### src/rtl/en_reg_led.sv
// en_reg_led: enable-gated shift/load register with per-bit LED stretching.
//
// The register either loads d_i, shifts left or right with ser_i as the
// incoming bit, clears, or holds when en_i is low. Every bit drives an LED
// output. When a bit falls from 1 to 0, its LED stays lit for STRETCH more
// cycles, so short pulses remain visible. lamp_test_i lights every LED and
// does not change any stored state.
//
// Parameters
//   WIDTH       register width, 1..32
//   STRETCH     LED off-delay in cycles after a bit falls, 0..255 (0 = none)
// Ports
//   clk_i       clock, rising edge
//   rst_i       asynchronous active-high reset
//   en_i        enable; the register holds when low
//   mode_i      00 load, 01 shift-left, 10 shift-right, 11 clear
//   d_i         parallel load data
//   ser_i       serial input bit
//   lamp_test_i forces all LEDs on
//   q_o         register contents
//   ser_o       serial out: MSB while shifting left, LSB otherwise
//   led_o       per-bit LED drive, active-high
module en_reg_led #(
    parameter int WIDTH   = 8,
    parameter int STRETCH = 4
) (
    input  logic             clk_i,
    input  logic             rst_i,
    input  logic             en_i,
    input  logic [1:0]       mode_i,
    input  logic [WIDTH-1:0] d_i,
    input  logic             ser_i,
    input  logic             lamp_test_i,
    output logic [WIDTH-1:0] q_o,
    output logic             ser_o,
    output logic [WIDTH-1:0] led_o
);

    // Counter width must hold STRETCH itself. A single bit is still needed when STRETCH is 0.
    localparam int CW = (STRETCH > 0) ? $clog2(STRETCH + 1) : 1;
    localparam logic [CW-1:0] STRETCH_C = CW'(STRETCH);

    logic [WIDTH-1:0]         q_r;
    logic [WIDTH-1:0]         q_next_s;
    logic [WIDTH-1:0]         fall_s;
    logic [WIDTH-1:0]         rise_s;
    logic [WIDTH-1:0]         stretch_on_s;
    logic [WIDTH-1:0][CW-1:0] cnt_r;

    // Next register value from enable and mode.
    // The shift loops are written bitwise so that WIDTH=1 reduces to loading ser_i.
    always_comb begin
        q_next_s = q_r;
        if (en_i) begin
            case (mode_i)
                2'b00: q_next_s = d_i;
                2'b01: begin
                    q_next_s[0] = ser_i;
                    for (int i = 1; i < WIDTH; i++) begin
                        q_next_s[i] = q_r[i-1];
                    end
                end
                2'b10: begin
                    q_next_s[WIDTH-1] = ser_i;
                    for (int i = 0; i < WIDTH - 1; i++) begin
                        q_next_s[i] = q_r[i+1];
                    end
                end
                2'b11:   q_next_s = '0;
                default: q_next_s = q_r;
            endcase
        end else begin
            q_next_s = q_r;
        end
    end

    // Edge detection compares the current bits with the bits that the next clock edge will commit.
    always_comb begin
        fall_s = q_r & ~q_next_s;
        rise_s = ~q_r & q_next_s;
    end

    // Register contents and per-bit stretch counters.
    // The counters keep running while en_i is low.
    always_ff @(posedge clk_i or posedge rst_i) begin
        if (rst_i) begin
            q_r   <= '0;
            cnt_r <= '0;
        end else begin
            q_r <= q_next_s;
            for (int k = 0; k < WIDTH; k++) begin
                if (fall_s[k]) begin
                    cnt_r[k] <= STRETCH_C;
                end else if (rise_s[k]) begin
                    cnt_r[k] <= '0;
                end else if (cnt_r[k] != '0) begin
                    cnt_r[k] <= cnt_r[k] - CW'(1);
                end else begin
                    cnt_r[k] <= cnt_r[k];
                end
            end
        end
    end

    // The LED drive is derived from registered state only. Lamp test overrides it.
    always_comb begin
        for (int k = 0; k < WIDTH; k++) begin
            stretch_on_s[k] = (cnt_r[k] != '0);
        end
    end

    // Output assignments. During reset q_r is zero, so ser_o is 0 and led_o follows lamp_test_i.
    always_comb begin
        q_o   = q_r;
        ser_o = (mode_i == 2'b01) ? q_r[WIDTH-1] : q_r[0];
        led_o = {WIDTH{lamp_test_i}} | q_r | stretch_on_s;
    end

endmodule
### config.mk
export PLATFORM = sky130hd
export DESIGN_NAME = en_reg_led
export DESIGN_NICKNAME = d
export VERILOG_FILES = /design/src/rtl/en_reg_led.sv
export SDC_FILE = /design/constraint.sdc
export NUM_CORES = 1
export LEC_CHECK = 0
export CAP_MARGIN = 30
export CORE_ASPECT_RATIO = 1.2
export CORE_MARGIN = 3
export CORE_UTILIZATION = 50
export DETAILED_ROUTE_END_ITERATION = 10
export HOLD_SLACK_MARGIN = 0.02
export PLACE_DENSITY = 0.75
export RECOVER_POWER = 25
export SLEW_MARGIN = 20
export SYNTH_ARGS = -nofsm -noshare
export SYNTH_HDL_FRONTEND = slang
export SYNTH_SLANG_ARGS = --single-unit
### constraint.sdc
create_clock -name clk_i -period 1.5 [get_ports clk_i]
set_input_delay 0.15 -clock clk_i [delete_from_list [all_inputs] [get_ports clk_i]]
set_output_delay 0.15 -clock clk_i [all_outputs]
set_load 0.01 [all_outputs]
Yosys cells after proc, flatten, opt, wreduce, memory -nomap -nowiden:

Index checks and enable logic that the tools add are counted.

* add/sub/neg operators: 8
* equality and inequality tests: 3
* muxes and demuxes: 27
* bitwise logic cells: 6
* reduce and logical (&&, ||, !) cells: 17

Operators with widths (number)
* 3-bit two-way mux: 24
* 3-bit nonzero test: 16
* 8-bit one-hot mux with 4 select lines: 1
* 3-bit by 1-bit subtractor with 3-bit output (second input constant): 8
* 8-bit bitwise AND: 2
* 8-bit inverter: 2
* 8-bit OR: 2
* 8-bit two-way mux: 1
* 2-bit == test (second input constant): 2
* 2-bit by 1-bit == test with 1-bit output (second input constant): 1
* 2-bit logical NOT: 1
* 1-bit two-way mux: 1

* register bits: 32
* input bits: 15
* word-level logic and storage cells: 70

Logic depth before layout (Yosys ltp):

Gate-level depths: netlist of the first run.

* depth after elaboration: 6
* depth in mapped cells: 7
* mapped depth without buffers: 7

Worst setup path after synthesis of the first run:

OpenSTA, ideal clock, no wires.

* path kind: reg2out
* from: register cnt_r[0] (netlist bit)
* to: output led_o[0]
* arrival time: 1.260 ns
* setup slack: 0.090 ns
* cell stages (with the launch flop): 5
* buffers on the path: 0
* cell sequence: dfrtp_1 inv_1 ha_1 ha_1 or3b_2

* longest elaborated chain between the ends: 2

RTL lines
* start, declared: line 48 `logic [WIDTH-1:0][CW-1:0] cnt_r;`
* start signal, assigned by index: line 97 `cnt_r[k] <= cnt_r[k] - CW'(1);`
* start signal, assigned by index: line 99 `cnt_r[k] <= cnt_r[k];`
* 3-bit nonzero test: line 108 `stretch_on_s[k] = (cnt_r[k] != '0);`
* 8-bit OR: line 116 `led_o = {WIDTH{lamp_test_i}} | q_r | stretch_on_s;`
* end, declared: line 36 `output logic [WIDTH-1:0] led_o`

Every way passes these cells.

Worst setup path in the final report of the first run:

* from: register cnt_r[16] (netlist bit)
* to: output led_o[5]

The elaborated chain is that of the path after synthesis.

==> results.md, run 1 <==
- Total vias in the final route: around 1800
- Unrepaired setup endpoints after global routing: yes
- Number of buffers created by CTS: 5
- Clk Latency, worst-skew pair: 0.29 ns
- Multi-input gate area: roughly 1200 µm²
- Clock Tree Buf Depth: 2
- Worst hold slack: approximately 0.54 ns
- Post-Route Setup TNS: -0.6226 ns
- First-pass GRT wire length: 7976 µm
- Maximum level of the CTS H-tree: 2
- Hold/Removal Path Class: in -> async
- Sequential fraction of the synthesis area: about 41%
- Post-layout worst setup margin: -0.1668 ns
- Final setup vio count: 4
- Setup CP Type: reg -> out
- Width of the chip: 63.28 µm
- Clock sink total: 32
- Core outline area: 3724 µm²
- Post-synth net total: 247
- Leak: 0.001435 µW
- Max-slew violations: 0
- Final routed DRC violation total: 0
- GR Util All Layers: 22.06%
- # port buffers: 31
- Sequential cell area in the final layout: 803.3 µm²
- Met3 layer wire length in the routed design: 208 µm
- Fraction of final layout cells sized beyond drive strength 1: 35.25%
- Clk root buf: clkbuf_8
- Highest routed layer: met4
- Most common cell on crit path: ha_4
- Critical path capture point type: output pin
- Slew at the pin closest to its max-slew limit: roughly 0.83 ns
- Slowest cell on the critical path: dfrtp_1
- Max Clk Rate: 600.0 MHz
- Final clock skew: 0.001677 ns
- Overall die height: 74.73 µm
- Synth top cells by count: 32 x dfrtp_1, 32 x inv_1, 26 x a21oi_1
- Met1 layer wirelength in the final routing: 2190 µm
- Post-route antenna net violation count: 0
- Iteration-0 DRC Markers: 73
- Post-layout nets: around 330
- Fraction of registers with async set/reset: 100.0%
- Headroom to the max-slew limit: 44.58%
- # IOs: 32
- Status: finished with violations
- CTS tree: yes
- Gpl congestion: 0.8296
- Placement Rows: 24
- Clock slew seen by the registers of the worst setup and hold paths: around 0.060 ns
- Initial antenna violation count: 0
- Share of the synthesized area in the top cell type: 40.69%
- Number of violations of the max-capacitance limit: 0
- CP peak stage delay: 0.39 ns
- Count of unique library cells instantiated by Yosys: 20
- Number of enable flip-flop cells after synthesis: 0
- Number of flip-flops and latches in the synthesized netlist: 32
- Worst ir drop on vdd: 1.282 mV
- Detailed route wirelength on metal2: 2656 µm
- Mapped Area: between 1500 and 2000 µm²
- Violated checks: negative setup slack
- Critical Path Source Type: register
- Vias in the first global route: 1831
- Number of failing hold endpoints at the final stage: 0
- Post-synthesis to final-layout area growth: 49.97%
- P per Cell Area: a little under 2000 nW/µm²
- HPWL after detailed placement: 3337 µm
- Clock period minus worst slack: 1.667 ns
- # diodes: 0
- Most area-hungry cell type in the Yosys netlist: dfrtp_1
- Crit path max fanout: 2
- Global-route congestion overflow total: 0
- Total Wirelength: 5140 µm
- Avg Inst Size Synth: between 9 and 10 µm²
- Number of warnings issued by yosys: 0
- DRT Pass-1 Iters: 4
- Number of fill cells: around 270
- CTS Hold Bufs: 0
- Maximum number of pins on one net before global-route repair: 33
- Tcrit/Tclk final: 111.1%
- Routed length per instance: between 10 and 15 µm
- Floorplan die area: 4729 µm²
- Register-to-Register Path Depth: 8
- Vias per cell: between 5 and 6
- Signal arrival time at the worst endpoint: 1.52 ns
- Cell Chain, Critical Path: inv_2 > ha_4 > ha_4 > or3b_4 > buf_6
- Cell types occupying the most area after synthesis: dfrtp_1 41%, ha_1 10%, a21oi_1 6.6%
- Post-Syn Instances: around 220
- Worst path required time: around 1.4 ns
- Initial Utilization: 52.86%
- Most used flip-flop cell after synthesis: dfrtp_1
[what timing repair did]
| action | 4_1_cts | 5_1_grt |
|---|---|---|
| setup buffers | 4 | 11 |
| pin swaps | 1 | 8 |
| gates cloned | 0 | 0 |
| gates resized for setup | 66 | 38 |
| endpoints found under the setup margin | 17 | 18 |
[final timing paths]
path / startpoint / to / slack (ns)
min: rst_i / cnt_r[6]$_DFFE_PP0P_ / 0.54
max reg2reg: cnt_r[16]$_DFFE_PP0P_ / cnt_r[17]$_DFFE_PP0P_ / 0.03
min in group clk_i: cnt_r[22]$_DFFE_PP0P_ / cnt_r[22]$_DFFE_PP0P_ / 0.56
min reg2reg: cnt_r[22]$_DFFE_PP0P_ / cnt_r[22]$_DFFE_PP0P_ / 0.56
max in group asynchronous: rst_i / q_o[3]$_DFF_PP0_ / 0.37
max: cnt_r[16]$_DFFE_PP0P_ / led_o[5] / -0.17
[cells by family after synthesis]
logic type,count (synthesis),share of synthesized area (%)
multiplexers,10,5.150
adder cells (fa/ha/maj),16,10.17
AO/OA/AOI/OAI,63,20.09
flip-flops,32,40.69
AND/OR/NAND/NOR,38,8.391
XOR/XNOR,16,7.120
buffers and inverters,41,8.392
[flip-flops by register name, summed over array words and instances, names as in the netlist]
name and count:
cnt_r 24, q_o 8
[stage by stage]
stage / std cells / worst slack, ns / util [%] / instance area, µm² / power [µW]
final: 347 / -0.1668 / 79.27 / 2952 / 5831
after global routing: 347 / -0.2214 / 79.27 / 2952 / 6347
after CTS: 336 / -0.1941 / 73.62 / 2741 / 5085
after detailed placement: 324 / -0.3574 / 68.82 / 2562 / 4143
after global placement: 324 / -0.3408 / 68.82 / 2562 / 3972
after floorplan: 216 / 0.08980 / - / 1968 / 3212
[worst max-delay path: cells and delay by family, from the launching register on]
kind | cells | cell delay [ns]
fa+ha+maj | 2 | 0.27
buf+inv | 2 | 0.20
flops | 1 | 0.39
simple gates | 1 | 0.38
[metal layers]
layer	track usage, %	vias to the layer above
met1	24.64	893
met5	0	-
met4	7.914	0
met3	6.119	10
li1	-	885
met2	40.80	39
[placed cells by master (no fill, tap or decap), types with 2 or more instances in the layout]
| cell type | n |
|---|---|
| dlygate4sd2_1 | 3 |
| o21ai_0 | 8 |
| buf_4 | 46 |
| inv_1 | 24 |
| ha_4 | 10 |
| nand2_1 | 15 |
| clkdlybuf4s50_1 | 15 |
| dlymetal6s2s_1 | 3 |
| a21oi_1 | 26 |
| xor2_1 | 11 |
| clkbuf_1 | 2 |
| mux2i_1 | 8 |
| nand2_2 | 3 |
| o2bb2ai_1 | 7 |
| clkbuf_8 | 6 |
| ha_1 | 3 |
| ha_2 | 3 |
| a22o_1 | 7 |
| o21ai_1 | 2 |
| dfrtp_2 | 2 |
| o21bai_1 | 5 |
| nor2_1 | 15 |
| or3b_4 | 4 |
| inv_2 | 8 |
| o21ai_2 | 4 |
| buf_6 | 4 |
| dfrtp_1 | 30 |
| buf_2 | 5 |
| xnor2_1 | 5 |
[layout make-up]
class,instances,area share (%)
well taps,52,2.204
inverters,33,4.197
clock buffers,8,3.052
multi-input cells,143,40.82
repair buffers,79,22.51
flip-flops and latches,32,27.21
[where the power goes]
group	total, µW	switching (µW)	internal (µW)
clock network	690	316	374
logic	3680	1660	2030
registers	1460	209	1250
(Power assumes the default switching activity.)
==> inputs of run 2 (changes only) <==
--- a/config.mk
+++ b/config.mk
@@ -5,6 +5,7 @@
 export SDC_FILE = /design/constraint.sdc
 export NUM_CORES = 1
 export LEC_CHECK = 0
+export ABC_CLOCK_PERIOD_IN_PS = 1500
 export CAP_MARGIN = 30
 export CORE_ASPECT_RATIO = 1.2
 export CORE_MARGIN = 3
==> results of run 2 <==
Same layout as run 1: the final DEF is identical, and so are final timing and power.
==> inputs of run 3 (changes only) <==
--- a/config.mk
+++ b/config.mk
@@ -12,6 +12,7 @@
 export CORE_UTILIZATION = 50
 export DETAILED_ROUTE_END_ITERATION = 10
 export HOLD_SLACK_MARGIN = 0.02
+export MAX_ROUTING_LAYER = met4
 export PLACE_DENSITY = 0.75
 export RECOVER_POWER = 25
 export SLEW_MARGIN = 20
==> run 3 against run 2 <==
The flow still finishes with violations (negative setup slack). Count of clock-buffer cells in the layout unchanged. Sequential power about the same. Combinational power barely moved. Routed wire length down 0.14%. Design area unchanged. Setup slack barely moved. Final cell count unchanged. Maximum frequency is essentially flat. Worst hold slack worse by 0.0037 ns. Core utilization stayed put. Largest cell class unchanged.
==> results.md, run 3 (synthesis gave the netlist of run 1 again) <==
- DRT Pass-1 Iters: 4
- Clock share of power: 11.9%
- Global-route congestion overflow total: 0
- NetSw: roughly 2200 µW
- Critical Path Source Type: register
- CTS tree: yes
- Max Clk Rate: 600.0 MHz
- Clock sink total: 32
- Slew at the pin closest to its max-slew limit: 0.8236 ns
- Reg power frac: 25.0%
- Post-synthesis to final-layout area growth: 49.97%
- Tcrit/Tclk final: 111.1%
- Unrepaired setup endpoints after global routing: yes
- Iteration-0 DRC Markers: 54
- Vias in the first global route: 1832
- # diodes: 0
- Placement Rows: 24
- Worst path required time: ~1.4 ns
- Floorplan die area: between 4000 and 5000 µm²
- Switching power share of the total: roughly 37%
- Number of buffers created by CTS: 5
- Initial antenna violation count: 0
- Register-to-Register Path Depth: 8
- Critical Path End: led_o[5]
- Vias per cell: around 5.2
- Setup CP Type: reg -> out
- Critical path capture point type: output pin
- Number of failing hold endpoints at the final stage: 0
- Commonest non-fill, non-tap cell in the layout: buf_4
- Multi-input gate area: roughly 1200 µm²
- CP peak stage delay: 0.39 ns
- RR Endpoint: cnt_r[17]$_DFFE_PP0P_
- Most common cell on crit path: ha_4
- # IOs: 32
- Total vias in the final route: 1820
- Initial Utilization: between 50% and 60%
- Startpoint of the worst register-to-register path: cnt_r[16]$_DFFE_PP0P_
- Launch point of the critical path: cnt_r[16]$_DFFE_PP0P_
- Fraction of final layout cells sized beyond drive strength 1: approximately a third
- Signal arrival time at the worst endpoint: 1.52 ns
- Number of fill cells: 265
- Number of cells in the design after placement: 324
- Post-layout worst setup margin: -0.1666 ns
- Clock period minus worst slack: roughly 1.7 ns
- Post-route antenna net violation count: 0
- Total Wirelength: ~5100 µm
- Largest register by flop count: cnt_r
- GR Util All Layers: 22.77%
- Status: finished with violations
- Met1 layer wirelength in the final routing: 2174 µm
- Routed length per instance: 14.79 µm
- Maximum number of pins on one net before global-route repair: 33
- Clock slew seen by the registers of the worst setup and hold paths: about 0.06 ns
- R2R Setup Slk: 0.03 ns
- Worst ir drop on vdd: 1.282 mV
- Internal power: 3650 µW
- Hold/Removal Path Class: in -> async
- # port buffers: 31
- Post-layout nets: around 330
- Violated checks: negative setup slack
- Final std cells w/o fill: 347
- Maximum level of the CTS H-tree: 2
- Pre-CTS setup slack: -0.3574 ns
- Cell Chain, Critical Path: inv_2 > ha_4 > ha_4 > or3b_4 > buf_6
- Sequential cell area in the final layout: 803.3 µm²
- P per Cell Area: 1976 nW/µm²
- Leak: roughly 0.0014 µW
- Clock Tree Buf Depth: 2
- First-pass GRT wire length: 7983 µm
- Detailed route wirelength on metal2: between 2000 and 3000 µm
- Overall die height: 74.73 µm
- Met3 layer wire length in the routed design: 222 µm
- Slowest cell on the critical path: dfrtp_1
- Final clock skew: about 0.0025 ns
- Clk Latency, worst-skew pair: between 0.2 and 0.3 ns
- Final setup vio count: 4
- Core outline area: about 3700 µm²
- Crit path max fanout: 2
- Combinational fraction of design power: 63.1%
- Width of the chip: 63.28 µm
- Gpl congestion: 0.8422
- Final routed DRC violation total: 0
- CTS Hold Bufs: 0
- Max-slew violations: 0
- Headroom to the max-slew limit: 45.10%
- Clk root buf: clkbuf_8
- HPWL after detailed placement: 3337 µm
- Highest routed layer: met4
- Number of violations of the max-capacitance limit: 0
- Max FFs per register: 24
- Most frequent cells in the layout: 46 x buf_4, 30 x dfrtp_1, 26 x a21oi_1
[run 3: cell counts in the layout (fill, tap and decap cells not counted)]
No cell type changed its count.
[run 3: worst max-delay path: cells and delay by family, from the launching register on]
kind                     cells  cell delay, ns
flip-flops                   1            0.39
AND/OR/NAND/NOR              1            0.37
adder cells (fa/ha/maj)      2            0.27
buffers and inverters        2            0.20
[run 3: power by group through the flow]
stage	Combinational, µW	Sequential [µW]	Clock (µW)
after floorplan	1770	1440	0
after global placement	2540	1430	0
after detailed placement	2700	1450	0
after CTS	2950	1430	699
after global routing	4110	1500	739
final	3680	1460	693
[run 3: worst min-delay path by stage]
stage | to | slack, ns | cells past startpoint
2_1_floorplan | cnt_r[0]$_DFFE_PP0P_ | 0.27 | 1
3_3_place_gp | cnt_r[10]$_DFFE_PP0P_ | 0.52 | 2
3_5_place_dp | cnt_r[16]$_DFFE_PP0P_ | 0.54 | 2
4_1_cts | cnt_r[6]$_DFFE_PP0P_ | 0.27 | 3
5_1_grt | cnt_r[10]$_DFFE_PP0P_ | 0.59 | 2
6_report | cnt_r[6]$_DFFE_PP0P_ | 0.54 | 3
[run 3: stage by stage]
stage                     util (%)  setup TNS (ns)  hold WS (ns)  cell area (µm²)  total power, µW
after floorplan                  -               0        0.2662             1968             3212
after detailed placement     68.82          -6.495        0.5380             2562             4143
after global placement       68.82          -5.832        0.5199             2562             3972
after global routing         79.27         -0.9522        0.5874             2952             6347
final                        79.27         -0.6249        0.5371             2952             5832
after CTS                    73.62         -0.7155        0.2664             2741             5085
[run 3: cell type report]
class / instances / share of cell area, %
clock buffer: 8 / 3.052
inverter: 33 / 4.197
multi-input combinational: 143 / 40.82
sequential: 32 / 27.21
tap: 52 / 2.204
timing repair buffer: 79 / 22.51
[run 3: per-layer routing]
| layer | GRT usage [%] | vias to the layer above |
|---|---|---|
| met3 | 5.970 | 10 |
| met5 | - | - |
| li1 | - | 886 |
| met4 | 7.914 | 0 |
| met1 | 24.45 | 883 |
| met2 | 41.15 | 41 |
[run 3: repair_timing]
action / 4_1_cts / 5_1_grt
setup buffers: 4 / 11
pin swaps: 1 / 8
endpoints found under the setup margin: 17 / 18
gates resized for setup: 66 / 38
